<file path="src/rtl/mac_accumulator.sv">
// mac_accumulator
//   Streams signed Q8.8 operand pairs, forms a rounded Q8.8 product per beat
//   and accumulates the products into a wide accumulator. When a vector closes,
//   either on i_last or after MAX_LEN beats, the sum is clipped to 16-bit Q8.8
//   and held on the output until downstream takes it.
//
// Ports
//   clk      : clock, all state updates on the rising edge
//   rst      : asynchronous active-high reset
//   i_valid  : operand pair valid
//   i_a      : signed Q8.8 multiplicand
//   i_b      : signed Q8.8 multiplier
//   i_last   : final beat of the current vector
//   o_ready  : block accepts a beat this cycle (IDLE/ACCUM only)
//   o_valid  : o_result holds a finished dot product
//   o_result : saturated signed Q8.8 dot product
//   o_sat    : o_result was clipped
//   o_trunc  : vector was forced closed at MAX_LEN beats
//   i_ready  : downstream accepts o_result (only meaningful in DONE)
module mac_accumulator #(
  parameter int MAX_LEN = 512
) (
  input  logic               clk,
  input  logic               rst,
  input  logic               i_valid,
  input  logic signed [15:0] i_a,
  input  logic signed [15:0] i_b,
  input  logic               i_last,
  output logic               o_ready,
  output logic               o_valid,
  output logic signed [15:0] o_result,
  output logic               o_sat,
  output logic               o_trunc,
  input  logic               i_ready
);

  localparam logic [1:0] ST_IDLE  = 2'd0;
  localparam logic [1:0] ST_ACCUM = 2'd1;
  localparam logic [1:0] ST_DRAIN = 2'd2;
  localparam logic [1:0] ST_DONE  = 2'd3;

  localparam logic [9:0] LAST_IDX = 10'(MAX_LEN - 1);

  // (p + 0.5 LSB) >>> 8 : rounds half toward +inf
  function automatic logic signed [23:0] round_q8(input logic signed [31:0] p);
    logic signed [31:0] s;
    s = (p + 32'sd128) >>> 8;
    return 24'(s);
  endfunction

  function automatic logic signed [15:0] sat16(input logic signed [31:0] v);
    if (v > 32'sd32767)
      return 16'sh7fff;
    else if (v < -32'sd32768)
      return 16'sh8000;
    else
      return v[15:0];
  endfunction

  function automatic logic is_clipped(input logic signed [31:0] v);
    return (v > 32'sd32767) || (v < -32'sd32768);
  endfunction

  logic [1:0]  state_q, state_d;
  logic [9:0]  cnt_q, cnt_d;
  logic        drain_q, drain_d;
  logic        trunc_q, trunc_d;

  logic               accept;
  logic               beat_last;
  logic signed [31:0] prod_p0;

  logic signed [23:0] term_p1_q;
  logic               vld_p1_q;
  logic               first_p1_q;
  logic signed [31:0] acc_p2_q;

  assign o_ready   = ~rst && ((state_q == ST_IDLE) || (state_q == ST_ACCUM));
  assign accept    = i_valid && o_ready;
  // The MAX_LEN-th beat closes the vector even without i_last
  assign beat_last = i_last || (cnt_q == LAST_IDX);
  assign prod_p0   = $signed({{16{i_a[15]}}, i_a}) * $signed({{16{i_b[15]}}, i_b});

  always_comb begin
    state_d = state_q;
    cnt_d   = cnt_q;
    drain_d = drain_q;
    trunc_d = trunc_q;
    case (state_q)
      ST_IDLE, ST_ACCUM: begin
        if (accept) begin
          cnt_d   = cnt_q + 10'd1;
          drain_d = 1'b0;
          trunc_d = !i_last && (cnt_q == LAST_IDX);
          state_d = beat_last ? ST_DRAIN : ST_ACCUM;
        end
      end
      ST_DRAIN: begin
        // Two cycles: one for the accumulate, one to register the outputs
        drain_d = ~drain_q;
        if (drain_q) state_d = ST_DONE;
      end
      ST_DONE: begin
        if (i_ready) begin
          state_d = ST_IDLE;
          cnt_d   = 10'd0;
        end
      end
      default: state_d = ST_IDLE;
    endcase
  end

  always_ff @(posedge clk or posedge rst) begin
    if (rst) begin
      state_q <= ST_IDLE;
      cnt_q   <= 10'd0;
      drain_q <= 1'b0;
      trunc_q <= 1'b0;
    end else begin
      state_q <= state_d;
      cnt_q   <= cnt_d;
      drain_q <= drain_d;
      trunc_q <= trunc_d;
    end
  end

  // Stage p1: rounded product registered at the accept edge
  // Stage p2: accumulator, loads on the first beat of a vector
  always_ff @(posedge clk or posedge rst) begin
    if (rst) begin
      term_p1_q  <= '0;
      vld_p1_q   <= 1'b0;
      first_p1_q <= 1'b0;
      acc_p2_q   <= '0;
    end else begin
      vld_p1_q <= accept;
      if (accept) begin
        term_p1_q  <= round_q8(prod_p0);
        first_p1_q <= (cnt_q == 10'd0);
      end
      if (vld_p1_q)
        acc_p2_q <= first_p1_q ? 32'(term_p1_q) : acc_p2_q + 32'(term_p1_q);
    end
  end

  // Output stage: loaded on the second drain cycle, held through DONE
  always_ff @(posedge clk or posedge rst) begin
    if (rst) begin
      o_valid  <= 1'b0;
      o_result <= '0;
      o_sat    <= 1'b0;
      o_trunc  <= 1'b0;
    end else if ((state_q == ST_DRAIN) && drain_q) begin
      o_valid  <= 1'b1;
      o_result <= sat16(acc_p2_q);
      o_sat    <= is_clipped(acc_p2_q);
      o_trunc  <= trunc_q;
    end else if ((state_q == ST_DONE) && i_ready) begin
      o_valid  <= 1'b0;
    end
  end

endmodule
</file>
<file path="config.mk">
export PLATFORM = sky130hd
export DESIGN_NAME = mac_accumulator
export DESIGN_NICKNAME = d
export VERILOG_FILES = /design/src/rtl/mac_accumulator.sv
export SDC_FILE = /design/constraint.sdc
export NUM_CORES = 1
export LEC_CHECK = 0
export BUFFER_PORTS_ARGS = -buffer_cell sky130_fd_sc_hd__buf_2
export CAP_MARGIN = 20
export CELL_PAD_IN_SITES_DETAIL_PLACEMENT = 0
export CELL_PAD_IN_SITES_GLOBAL_PLACEMENT = 2
export CORE_ASPECT_RATIO = 1.5
export CORE_MARGIN = 2
export CORE_UTILIZATION = 37
export CTS_CLUSTER_SIZE = 24
export DETAILED_ROUTE_END_ITERATION = 16
export PLACE_DENSITY_LB_ADDON = 0.1
export SLEW_MARGIN = 15
export SYNTH_ARGS = -nofsm -noshare
export SYNTH_HDL_FRONTEND = slang
export SYNTH_SLANG_ARGS = --single-unit
export TNS_END_PERCENT = 30
</file>
<file path="constraint.sdc">
create_clock -name clk -period 3.35 [get_ports clk]
set_input_delay 1.005 -clock clk [delete_from_list [all_inputs] [get_ports clk]]
set_output_delay 1.005 -clock clk [all_outputs]
set_load 0.01 [all_outputs]
</file>
=== Word-level counts from Yosys, hierarchy flattened ===
Cells that the tools add are included.

* Order comparisons: 2
* Shift operators: 0
* $mul: 1
* Bitwise logic cells: 2
* Div/mod/pow operators: 0
* Multiplexer cells: 15
* Add/subtract/negate cells: 3
* Reductions and logical operators: 19
* Eq/ne operators: 7

{| class="wikitable"
|+ Operator list
! cell !! number
|-
| adder 32 x 24 -> 32 bit || 1
|-
| adder 32 x 9 -> 32 bit, second input constant || 1
|-
| greater-than comparator 32 x 16 -> 1 bit, second input constant || 1
|-
| less-than comparator 32 x 16 -> 1 bit, second input constant || 1
|-
| multiplier 16 x 16 -> 32 bit || 1
|-
| two-way mux 16 bit || 2
|-
| two-way mux 32 bit || 1
|-
| two-way mux 10 bit || 2
|-
| case mux 10 bit (2 select lines) || 1
|-
| adder 10 x 1 -> 10 bit, second input constant || 1
|-
| equality test 10 x 9 -> 1 bit, second input constant || 1
|-
| zero test 10 bit || 1
|-
| two-way mux 2 bit || 4
|-
| != test 2 bit, second input constant || 3
|-
| case mux 2 bit (3 select lines) || 1
|-
| AND reduction 3 bit || 2
|-
| nonzero test 2 bit || 3
|-
| logical AND 1 bit || 5
|-
| equality test 2 bit, second input constant || 2
|-
| AND reduction 2 bit || 2
|-
| logical OR 1 bit || 3
|-
| two-way mux 1 bit || 3
|-
| equality test 2 x 1 -> 1 bit, second input constant || 1
|-
| zero test 2 bit || 1
|-
| 4 further kinds || 5
|}

* RAM bits: 0
* Flip-flop bits (word level): 91
* Memories: 0
* Word-level logic and storage cells: 61
* Output and inout port bits: 20
* Bits in latches: 0
* Memory bits (read-only): 0
* Input bits: 37

=== Longest topological paths before layout ===
* Word-level depth: 6
* Gate-level depth with buffers: 25
* Mapped depth without buffers: 24

=== Worst setup path before layout ===
No wires, ideal clock.

* Kind: input to register
* Start: input port i_b[1]
* End: register term_p1_q[23]
* Arrival time: 6759 ps
* Library setup time: 130 ps
* Buffers on the path: 1
* Cell stages on the path: 24
* Setup slack: -3540 ps
* Required time: 3220 ps
* Cells stage by stage: clkbuf_1 -> nand2_1 -> inv_1 -> fa_1 -> fa_1 -> inv_1 -> fa_1 -> inv_1 -> fa_1 -> fa_1 -> inv_1 -> fa_1 -> inv_1 -> ha_1 -> a21oi_1 -> o21ai_0 -> a21o_1 -> nand2_1 -> o21ai_0 -> a41o_1 -> o41a_1 -> a31oi_1 -> xnor2_1 -> o21ai_1

* Word-level cells in the longest chain between the ends: 2

{| class="wikitable"
|+ RTL lines
! what !! line !! source
|-
| start, declared || 27 || <nowiki>input logic signed [15:0] i_b,</nowiki>
|-
| multiplier 16 x 16 -> 32 bit || 82 || <nowiki>assign prod_p0 = $signed({{16{i_a[15]}}, i_a}) * $signed({{16{i_b[15]}}, i_b});</nowiki>
|-
| adder 32 x 9 -> 32 bit || 47 || <nowiki>s = (p + 32'sd128) >>> 8;</nowiki>
|-
| end signal, assigned || 138 || <nowiki>term_p1_q <= round_q8(prod_p0);</nowiki>
|-
| end, declared || 73 || <nowiki>logic signed [23:0] term_p1_q;</nowiki>
|}

No other way between the ends.
A chain may end at the register's enable or synchronous reset.

=== Final worst setup path ===
* Start: input port i_b[6]
* End: register term_p1_q[23]

The elaborated chain is that of the path after synthesis.

==> metrics.txt <==
maximum clock frequency 158.3 MHz; Chip Width approximately 170 um; post-route minimum period roughly 6.3 ns; DR pass1 iterations 5; Slew HR 32.86%; area leader, netlist fa_1; Yosys reg bits just over 90; Final nets ~2.3k; top post-synthesis cells by area fa_1 36%, dfrtp_1 15%, ha_1 9.3%; crit path DAT between 6 and 7 ns; Mapped Cells around 1.6k; Worst setup SP type primary input; leading cell types in the layout, fill and taps excluded 326 x inv_1, 252 x fa_1, 200 x buf_4; Routability Congestion ~0.84; DRC 0; setup ws final -2.966 ns; Die H between 200 and 250 um; clk_lat worst skew approximately 0.36 ns; unique cell type count in the Yosys netlist slightly below 60; WL/cell 15.32 um; GRT Residual Overflow 0; CTS tree done; diode count 0; Place WS -3.554 ns; IO Pins 57; hpwl dp 31730 um; share of flip-flops with an asynchronous set or reset 100.0%; ys flop type dfrtp_1; worst-margin pin slew about 1 ns; Iteration-0 DRC Markers 336; fill cell count ~4k; cts hold-fix bufs 0; Clock Pin Slew Worst Setup and Hold Paths ~0.060 ns; ratio of cells with drive above 1 in the final layout 19.15%; RSZ-0062 raised after global routing yes; Antenna Violating Nets Remaining 0; min-delay worst type reg2reg; kind of critical path in2reg; CTS Sinks 91; largest net degree at the start of global routing 52; Initial Utilization between 30% and 40%; required time worst endpoint 3.58 ns; H-tree depth 3; failing checks negative setup slack; Final Hold Fails 0; Via density approximately 4.7; commonest non-fill, non-tap cell in the layout inv_1; # rows between 80 and 90; root buf cell clkbuf_16; post-synthesis sequential area ratio 15.42%; post-synth top area share between 30 and 40%; initial antenna violation count 0; Syn Area/Cell roughly 9.0 um^2; Buffers on Ports 56; Pins Over Slew Limit 0; Num CTS Buffers 9; vias in the first global route ~12k; worst clock skew approximately 0.0074 ns; max-cap viol count 0; gr usage total 18.23%; first-pass GRT wire length between 60000 and 70000 um; part of the cycle the worst path needs 188.5%; # setup viols final 24; Area Overhead vs Synth 20.99%; Final Core Density 45.46%; Worst Path Max Fanout 6; clk buf depth 2; Core Region 39310 um^2; Detailed Route WL 36210 um; yosys warns 0; Post-synth EDFFs 0; multi-input logic area between 10000 and 15000 um^2; Syn Nets 2057; FF+latch area 2278 um^2; Crit. End Element flop; Vias ~11k; status finished with violations; DIE AREA just over 40000 um^2; synthesized area ~15000 um^2
## sequential cells by signal, summed over array words and instances, names as in the netlist
name	count
o_trunc	1
o_result	16
term_p1_q	24
cnt_q	10
state_q	2
o_valid	1
drain_q	1
acc_p2_q	32
first_p1_q	1
vld_p1_q	1
trunc_q	1
o_sat	1
## repair_timing
item / in CTS / in global routing
setup endpoints to repair: 25 / 27
gates resized for setup: 49 / 42
buffers inserted: 5 / 8
pin swaps: 26 / 18
## per-stage QoR
| step | setup TNS (ns) | instance area, um^2 | hold WS (ns) | cells |
|---|---|---|---|---|
| global placement | -71.27 | 17130 | 0.4558 | 2335 |
| finish | -60.37 | 17870 | 0.4737 | 2364 |
| floorplan | -59.90 | 15010 | 0.4391 | 1647 |
| detailed placement | -72.25 | 17130 | 0.4662 | 2335 |
| global route | -65.07 | 17870 | 0.4951 | 2364 |
| CTS | -60.66 | 17660 | 0.4809 | 2356 |
## cell type report
class                           instances  share of cell area (%)
Timing Repair Buffer                  257                   11.28
Sequential cell                        91                   12.75
Inverter                              338                   7.120
Clock buffer                            9                   1.260
Clock inverter                          7                  0.5671
Tap cell                              500                   3.501
Multi-Input combinational cell       1162                   63.52
## Yosys cell counts (4+ instances only)
library cell  count
nor2_1           88
a21o_1           25
mux2i_1           4
and2_1          118
xor2_1           29
or3_1             9
ha_1            110
o21a_1           13
and3_1            9
clkbuf_1         49
inv_1           337
o21bai_1          6
nor4_1            7
nand3_1           6
o211ai_1          4
a21oi_1          79
nand4_1           9
fa_1            263
o21ai_0          67
o21ai_1           5
nand2_1         195
a31oi_1           7
nand2b_1         10
buf_1             7
dfrtp_1          91
o22a_1            4
nor3_1            9
nor2b_1           8
xnor2_1          34
## layer usage
layer,GRT usage (%),part of all wire (%),vias up
met2,32.97,50,141
met5,0,0,-
met1,23.59,46,5487
met4,4.615,1.9,0
li1,-,-,5524
met3,1.335,1.8,32
## cell families (layout without fill, tap and decap cells)
| group | count (synthesis) | count (layout) | synth area share (%) |
|---|---|---|---|
| buffers and inverters | 394 | 611 | 10.01 |
| DFF | 91 | 91 | 15.42 |
| muxes | 7 | 7 | 0.4998 |
| AOI/OAI and AO/OA | 243 | 243 | 10.04 |
| xor gates and xnor gates | 63 | 63 | 3.736 |
| and+or+nand+nor | 476 | 476 | 15.33 |
| adders and majority gates | 373 | 373 | 44.96 |
## worst max-delay path, stage by stage
cell and delay, ns:
buf_12 0.11, and2_4 0.15, fa_1 0.55, inv_2 0.04, fa_2 0.39, fa_1 0.56, inv_2 0.04, fa_1 0.50
fa_1 0.57, inv_2 0.05, fa_1 0.51, inv_2 0.05, ha_4 0.21, a21o_1 0.17, or3_4 0.34, o22ai_2 0.14
o21ba_4 0.18, a41o_1 0.20, o41a_1 0.36, a31oi_1 0.19, xnor2_1 0.15, o21ai_1 0.07
## path summary, 6_finish.rpt
path,startpoint,cells after the start,slack (ns),to
setup / recovery,i_b[6],22,-2.97,term_p1_q[23]$_DFFE_PP0P_
hold / removal,o_result[12]$_DFFE_PP0P_,2,0.47,o_result[12]$_DFFE_PP0P_
setup reg to reg,term_p1_q[1]$_DFFE_PP0P_,12,0.11,acc_p2_q[31]$_DFFE_PP0P_
hold reg to reg,o_result[12]$_DFFE_PP0P_,2,0.47,o_result[12]$_DFFE_PP0P_
max in group asynchronous,rst,3,1.92,term_p1_q[22]$_DFFE_PP0P_
min in group asynchronous,rst,2,0.78,state_q[1]$_DFFE_PP0P_
Power is not shown: default switching activity piles up to over one toggle a cycle in this logic, so the estimate is an artifact.
